==> config.mk <==
export PLATFORM = sky130hd
export DESIGN_NAME = digit_countdown_timer
export DESIGN_NICKNAME = d
export VERILOG_FILES = /design/src/rtl/digit_timer_pkg.sv /design/src/rtl/tick_divider.sv /design/src/rtl/digit_countdown_timer.sv
export SDC_FILE = /design/constraint.sdc
export NUM_CORES = 1
export LEC_CHECK = 0
export CAP_MARGIN = 20
export CORE_ASPECT_RATIO = 1.25
export CORE_MARGIN = 1.5
export CORE_UTILIZATION = 50
export DETAILED_ROUTE_END_ITERATION = 8
export PLACE_DENSITY_LB_ADDON = 0.05
export SKIP_LAST_GASP = 1
export SYNTH_ARGS = -nofsm -noshare
export SYNTH_HDL_FRONTEND = slang
export SYNTH_HIERARCHICAL = 1
export SYNTH_SLANG_ARGS = --single-unit
==> constraint.sdc <==
create_clock -name clk -period 2.1 [get_ports clk]
set_input_delay 0.315 -clock clk [delete_from_list [all_inputs] [get_ports clk]]
set_output_delay 0.315 -clock clk [all_outputs]
set_load 0.01 [all_outputs]
==> src/rtl/digit_timer_pkg.sv <==
// Shared constants for the digit countdown timer: direction encodings
// and default parameter values.
package digit_timer_pkg;

  localparam logic DIR_DOWN = 1'b0;
  localparam logic DIR_UP   = 1'b1;

  localparam int unsigned DEF_DIV_MAX     = 9;
  localparam int unsigned DEF_DIV_WIDTH   = 23;
  localparam int unsigned DEF_DIGIT_WIDTH = 4;
  localparam int unsigned DEF_DIGIT_MAX   = 9;
  localparam logic        DEF_DIRECTION   = DIR_DOWN;

endpackage : digit_timer_pkg

==> src/rtl/tick_divider.sv <==
// Free-running divider: counts 0..DIV_MAX and asserts pulse for the one
// cycle in which the counter sits at DIV_MAX.
module tick_divider
  import digit_timer_pkg::*;
#(
  parameter int unsigned DIV_MAX   = DEF_DIV_MAX,
  parameter int unsigned DIV_WIDTH = DEF_DIV_WIDTH
) (
  input  logic clk,
  input  logic reset,
  output logic pulse
);

  localparam logic [DIV_WIDTH-1:0] DIV_LAST = DIV_WIDTH'(DIV_MAX);

  logic [DIV_WIDTH-1:0] div_q;
  logic [DIV_WIDTH-1:0] div_d;

  // Next divider value: wrap to zero after the terminal count.
  always_comb begin
    div_d = div_q + 1'b1;
    if (div_q == DIV_LAST) begin
      div_d = '0;
    end
  end

  // Divider register with synchronous clear.
  always_ff @(posedge clk) begin
    if (reset) begin
      div_q <= '0;
    end else begin
      div_q <= div_d;
    end
  end

  // Tick is a decode of the divider state.
  always_comb begin
    pulse = (div_q == DIV_LAST);
  end

endmodule : tick_divider

==> src/rtl/digit_countdown_timer.sv <==
// Single-digit up/down timer stepped by a divided tick.
// Optional build macro: DIGIT_HOLD_AT_TERM_EN -- when defined the digit
// stops at its terminal value instead of wrapping.
module digit_countdown_timer
  import digit_timer_pkg::*;
#(
  parameter int unsigned DIV_MAX     = DEF_DIV_MAX,
  parameter int unsigned DIV_WIDTH   = DEF_DIV_WIDTH,
  parameter int unsigned DIGIT_WIDTH = DEF_DIGIT_WIDTH,
  parameter int unsigned DIGIT_MAX   = DEF_DIGIT_MAX,
  parameter logic        DIRECTION   = DEF_DIRECTION
) (
  input  logic                   clk,
  input  logic                   reset,
  input  logic                   load,
  input  logic [DIGIT_WIDTH-1:0] start_count,
  output logic                   pulse,
  output logic [DIGIT_WIDTH-1:0] count,
  output logic                   term_count
);

  localparam logic [DIGIT_WIDTH-1:0] DIGIT_TOP = DIGIT_WIDTH'(DIGIT_MAX);
  // Value the digit takes after stepping past its terminal value.
  localparam logic [DIGIT_WIDTH-1:0] WRAP_TGT  =
    (DIRECTION == DIR_UP) ? '0 : DIGIT_TOP;

  logic [DIGIT_WIDTH-1:0] count_q;
  logic [DIGIT_WIDTH-1:0] count_d;
  logic                   term;

  tick_divider #(
    .DIV_MAX   (DIV_MAX),
    .DIV_WIDTH (DIV_WIDTH)
  ) u_tick_divider (
    .clk   (clk),
    .reset (reset),
    .pulse (pulse)
  );

  // Terminal detect depends only on the current digit and direction.
  always_comb begin
    if (DIRECTION == DIR_UP) begin
      term = (count_q == DIGIT_TOP);
    end else begin
      term = (count_q == '0);
    end
  end

  // Next digit: load beats tick beats hold; reset is applied in the register.
  always_comb begin
    count_d = count_q;
    if (load) begin
      count_d = (start_count > DIGIT_TOP) ? DIGIT_TOP : start_count;
    end else if (pulse) begin
      if (count_q > DIGIT_TOP) begin
        // Out-of-range digit is pulled back to the wrap target.
        count_d = WRAP_TGT;
      end else if (term) begin
`ifdef DIGIT_HOLD_AT_TERM_EN
        count_d = count_q;
`else
        count_d = WRAP_TGT;
`endif
      end else if (DIRECTION == DIR_UP) begin
        count_d = count_q + 1'b1;
      end else begin
        count_d = count_q - 1'b1;
      end
    end
  end

  // Digit register with synchronous clear (overrides load).
  always_ff @(posedge clk) begin
    if (reset) begin
      count_q <= '0;
    end else begin
      count_q <= count_d;
    end
  end

  // Output drive.
  always_comb begin
    count      = count_q;
    term_count = term;
  end

endmodule : digit_countdown_timer

; ---- After elaboration in Yosys (flattened, before gate mapping)
; Cells that the tools add are included.
[totals]
output_inout_bits = 6
reg_bits = 27
inputBits = 7
elab_cells = 15
[classes]
n_reduce_logical = 3
n_addsub = 2
muxes = 5
magnitude_cmp = 2
eq_ne = 1
[op_table]
columns = operator, n
row1 = $add A23 B1 Y23 const B, 1
row2 = $eq A23 B4 Y1 const B, 1
row3 = $mux W4, 5
row4 = $gt A4 B4 Y1 const B, 2
row5 = $logic_not A4 Y1, 1
row6 = $sub A4 B1 Y4 const B, 1
row7 = $reduce_bool A2 Y1, 1
row8 = $reduce_or A2 Y1, 1

; ---- Longest topological paths before layout
[depth]
depth_word = 5
ltp_mapped = 9
mapped_depth_nobuf = 9

; ---- Cells and area by module
; The synthesis kept the hierarchy.
[modules_own_cells]
columns = mod, cells_each, instances, area_each_um2, seq_area_each_um2
row1 = tick_divider, 128, 1, 1081.0, 460.4
row2 = digit_countdown_timer, 41, 1, 345.3, 80.1

; ---- Worst setup path after synthesis
; Ideal clock, no wire load.
[synth_path]
path_type = reg-to-reg
from = reg u_tick_divider.div_q[14]
to = reg count_q[3] (netlist: count[3])
path_buffers = 0
stages_incl_launch_ff = 7
required_ns = 2.033
setup_time_ns = 0.067
period_less_slack_ns = 2.262
setup_slack_ns = -0.162
t_arrival_ns = 2.195
path_cell_list = dfxtp_1 or4_1 nor4_1 nor2b_1 a21oi_1 a211o_1 o21ai_2
[synth_between]
elab_chain_cells = 2
[synth_rtl]
columns = element, line_no
row1 = from (decl), tick_divider.sv:16  ; logic [DIV_WIDTH-1:0] div_q;
row2 = from (signal assigned), tick_divider.sv:32  ; div_q <= div_d;
row3 = $eq A23 B4 Y1, tick_divider.sv:38  ; pulse = (div_q == DIV_LAST);
row4 = net pulse, digit_countdown_timer.sv:17  ; output logic pulse,
row5 = $reduce_bool A2 Y1 (no source line), --
row6 = to (signal assigned), digit_countdown_timer.sv:77  ; count_q <= count_d;
row7 = to (decl), digit_countdown_timer.sv:27  ; logic [DIGIT_WIDTH-1:0] count_q;
; The timed path passes the listed nets, and every way through them passes these cells.
; A chain may end at the register's enable or synchronous reset.

; ---- Worst setup path after layout
[layout_path]
from = reg u_tick_divider.div_q[14]
to = out pulse
[layout_between]
elab_chain_cells = 1
[layout_rtl]
columns = element, line_no
row1 = $eq A23 B4 Y1, tick_divider.sv:38
row2 = to (decl), digit_countdown_timer.sv:17
; No other way between the ends.

==> run summary <==
The flip-flop and latch count after synthesis is 27. The floorplan core area came out at 2706 µm². The total count of hold-check failures in the final report came out at 0. The die span in y came out at 62.72 µm.

Measured on the finished design, the core utilization comes to 69.53%. The power per unit of standard cell area is 469.6 nW/µm². After detailed routing, the wire length on met1 is 1494 µm.

Summed over all instances, the cell type with the most area after synthesis is sky130_fd_sc_hd__dfxtp_1. The first global-routing pass estimated 5747 µm of wire. By area the synthesized netlist is led by sky130_fd_sc_hd__dfxtp_1 (38%), sky130_fd_sc_hd__nor2_1 (5.5%), sky130_fd_sc_hd__xnor2_1 (5.5%). Before antenna repair, the detailed router went through 4 iterations. The proportion of synthesized area in mux cells came out at 0%. The worst hold path belongs to the class flop to flop. The width of the die is 50.77 µm.

The worst setup skew after layout is 0.003454 ns. In this design, the stage delay of the slowest critical-path cell is 0.55 ns. For this configuration, the core starts out at a cell density of 52.70%. Across the VDD grid, the largest voltage drop is 0.3669 mV.

The worst-case reg-to-reg path depth came out at 5. The commonest cells after synthesis are sky130_fd_sc_hd__dfxtp_1 (27), sky130_fd_sc_hd__nor2_1 (21), sky130_fd_sc_hd__nand2_1 (11). The simple-gate share of the synthesized area is 32.46%. The clock-pin slew on the worst setup and hold paths came out at 0.14 ns. The count of endpoints failing setup in the final report came out at 0.

By instance count, the leading cell after synthesis is sky130_fd_sc_hd__dfxtp_1. The worst-skew pair later-pin latency is 0.32 ns. In this run the critical register-to-register path is launched from u_tick_divider/div_q[9]. The worst hold margin came out at 0.5340 ns.

The number of routed nets with antenna violations is 0. The kind of critical path is flop to primary output. The number of port buffers came out at 12. The max-cap check violation count is 0. The signed area change from the synthesized netlist to the final layout came out at 31.93%. Setup repair after global routing left no endpoint under its margin. Entering global routing, the biggest net connects 24 pins.

The complex-gate fraction of the synthesized area came out at 14.30%. The initial antenna violation count came to 0. The leakage power of the design is 0.6667 nW. Once placement completed, the tool counted placed cells totaling 235. The signal on the critical path passes through or4_1 > nor4_2 > buf_2. The floorplan has 21 rows.

The number of pins with negative max-slew slack in the final report came to 0. The worst-path cell with the longest stage delay is sky130_fd_sc_hd__or4_1. The number of DRC violations after detailed-routing iteration 0 came out at 19. The proportion of synthesized chip area in sequential cells is 37.89%. 13 I/O pins were placed. The DRC violation count after routing is 0.

The setup TNS after final layout is 0 ns. Together, buffers and inverters on the worst path number 1. The count of clock tree sinks came out at 27. The total inserted antenna cells is 0. The average instance in the mapped netlist occupies 8.440 µm². The total length of routed met3 wires is 61 µm. STA classifies the critical path endpoint as a primary output. The adder and majority gate portion of the synthesized area is 4.386%.

The slack of the worst reg-to-reg path came out at 0.13 ns. The count of non-filler cells in the finished layout came out at 241. The xor/xnor share of the synthesized area is 7.368%.

The post-synthesis instance area is 1426 µm². The total global routing track utilization is 22.87%. The vias per cell is 5.647. The final-stage net count is 220. The wire length on met2 came out at 1656 µm.

The path with the worst hold slack has its endpoint at u_tick_divider/div_q[18]. The worst-case clock buffer depth is 2. The routed layout has 1,361 vias. Of the cells placed in the final design, the portion with a size suffix greater than 1 is 26.57%. The number of nets handed over by synthesis was 181. Buffers inserted to repair hold after CTS numbered 0. The worst flop-to-flop path endpoint is u_tick_divider/div_q[15]. The number of buffers added by the clock tree synthesis step is 3. In this run the clock root is driven by a sky130_fd_sc_hd__clkbuf_4. The portion of the clock cycle consumed by the worst path in the final layout is 94.73%.

The number of warning messages in the yosys log came out at 6. The worst path in the final design needs a cycle of 1.989 ns, including I/O delays and setup. The combinational family with the most area after synthesis is simple AND/OR/NAND/NOR gates. For the worst setup path, the data required time is 1.78 ns.

The synthesized design contains 0 enable-type register cells. After detailed routing, the average wire length per cell comes to 13.41 µm. The proportion of register bits with asynchronous set or reset after synthesis is 0%. Along the worst path, the maximum fanout reaches 2. On the critical path the largest part of the delay comes from simple AND/OR/NAND/NOR gates. The netlist uses 38 different library cells. After global routing the overflow that remains totals 0.

The flow ran to the end, and the final reports show no timing, DRC or antenna violations. The via count of the first global-routing pass came out at 1,261. The maximum clock frequency came out at 0.5027 GHz. Signal routing reaches up to met4. The startpoint of the tightest hold check path is u_tick_divider/div_q[18]. The sum of net half-perimeters after detailed placement is 2458 µm. The remaining max-slew budget at the tightest pin came out at 69.82%. The H-tree depth is 1.

Routability-driven placement finished with a final weighted congestion of 0.8325. The top-area cell type share of the netlist area came out at 37.89%. The total chip power is 0.8837 mW.

Counting every instance in the synthesized netlist gives 169. The prevailing post-synth register cell is sky130_fd_sc_hd__dfxtp_1. The aggregate routed wire length is 3233 µm. The slew at the pin with the worst max-slew slack is 0.4486 ns. The worst setup path is launched from a flop. Data on the critical path arrives at its endpoint at 1.67 ns. The die area came out at 3184 µm². The TritonCTS clock tree is built. The number of instances on the worst hold path is 2.
[final cells by class]
| type | count | area [µm²] |
|---|---|---|
| clock buffers | 4 | 26.28 |
| fillers | 253 | 824.5 |
| inverters | 9 | 33.78 |
| repair buffers | 38 | 322.8 |
| flip-flops and latches | 27 | 546.8 |
| multi-input cells | 129 | 909.6 |
| well taps | 34 | 42.54 |
[routing by layer]
layer  track usage [%]  vias to the layer above
li1                  -                      684
met1             30.36                      655
met2             38.49                       20
met3             2.153                        2
met4             7.432                        0
met5                 0                        -
[logic make-up (layout without fill, tap and decap cells)]
family	count (synthesis)	in the layout
xor gates and xnor gates	12	12
and+or+nand+nor	83	83
AOI/OAI and AO/OA	29	29
DFF	27	27
buffers and inverters	13	51
adders and majority gates	5	5
[placed cells by master, fill, tap and decap left out, types with 2 or more instances in the layout]
cell type                         count
sky130_fd_sc_hd__clkdlybuf4s50_1     11
sky130_fd_sc_hd__xnor2_1              9
sky130_fd_sc_hd__or3_1                6
sky130_fd_sc_hd__inv_2                2
sky130_fd_sc_hd__dfxtp_2              5
sky130_fd_sc_hd__a211oi_2             2
sky130_fd_sc_hd__nor3_1               4
sky130_fd_sc_hd__a21oi_1              9
sky130_fd_sc_hd__nand4b_1             2
sky130_fd_sc_hd__nand2b_1             4
sky130_fd_sc_hd__xor2_1               3
sky130_fd_sc_hd__dfxtp_1             22
sky130_fd_sc_hd__buf_4               25
sky130_fd_sc_hd__nand3_1              4
sky130_fd_sc_hd__and3_1               2
sky130_fd_sc_hd__nand2_1             11
sky130_fd_sc_hd__o21ai_0              8
sky130_fd_sc_hd__or4_1                4
sky130_fd_sc_hd__inv_1                7
sky130_fd_sc_hd__clkbuf_4             3
sky130_fd_sc_hd__nor4_1               4
sky130_fd_sc_hd__nand3b_1             3
sky130_fd_sc_hd__nor4_2               3
sky130_fd_sc_hd__nor2_1              21
sky130_fd_sc_hd__a31oi_1              2
sky130_fd_sc_hd__ha_1                 4
sky130_fd_sc_hd__nand4_1              6
[sequential cells by signal, summed over array words and instances, names as in the netlist]
register,cells
count,4
u_tick_divider/div_q,23
[worst register-to-register path, cell delays in order (launching register included)]
cell                      delay (ns)
sky130_fd_sc_hd__dfxtp_1        0.48
sky130_fd_sc_hd__nand4_1        0.19
sky130_fd_sc_hd__or4_1          0.56
sky130_fd_sc_hd__buf_4          0.19
sky130_fd_sc_hd__or3_1          0.35
sky130_fd_sc_hd__a21oi_1        0.14
[where the power goes]
| group | internal, mW | switching (mW) | total (mW) |
|---|---|---|---|
| sequential | 0.523 | 0.0132 | 0.536 |
| combinational | 0.0698 | 0.0572 | 0.127 |
| clock | 0.0743 | 0.146 | 0.220 |
| total | 0.667 | 0.216 | 0.884 |
[repair_timing]
item	in CTS	in global routing
setup endpoints to repair	1	5
gates resized for setup	8	12
pin swaps	2	3
buffers inserted	1	1
[worst max path at each step]
stage                     endpoint  cells past startpoint  slack (ns)                     start
after floorplan           count[3]                      6        0.07  u_tick_divider/div_q[14]
after global placement       pulse                      4       0.006   u_tick_divider/div_q[2]
after detailed placement     pulse                      6        0.05   u_tick_divider/div_q[1]
after CTS                    pulse                      6       0.004   u_tick_divider/div_q[1]
after global routing         pulse                      3       0.006  u_tick_divider/div_q[14]
final                        pulse                      3        0.11  u_tick_divider/div_q[14]
[metrics by stage]
stage	setup WS, ns	instance area, µm²
6_report	0.1106	1882
5_1_grt	0.006106	1882
4_1_cts	0.004066	1836
3_5_place_dp	0.04710	1782
3_3_place_gp	0.006313	1782
2_1_floorplan	0.06709	1433
No activity file was read; power rests on OpenSTA's default activity.
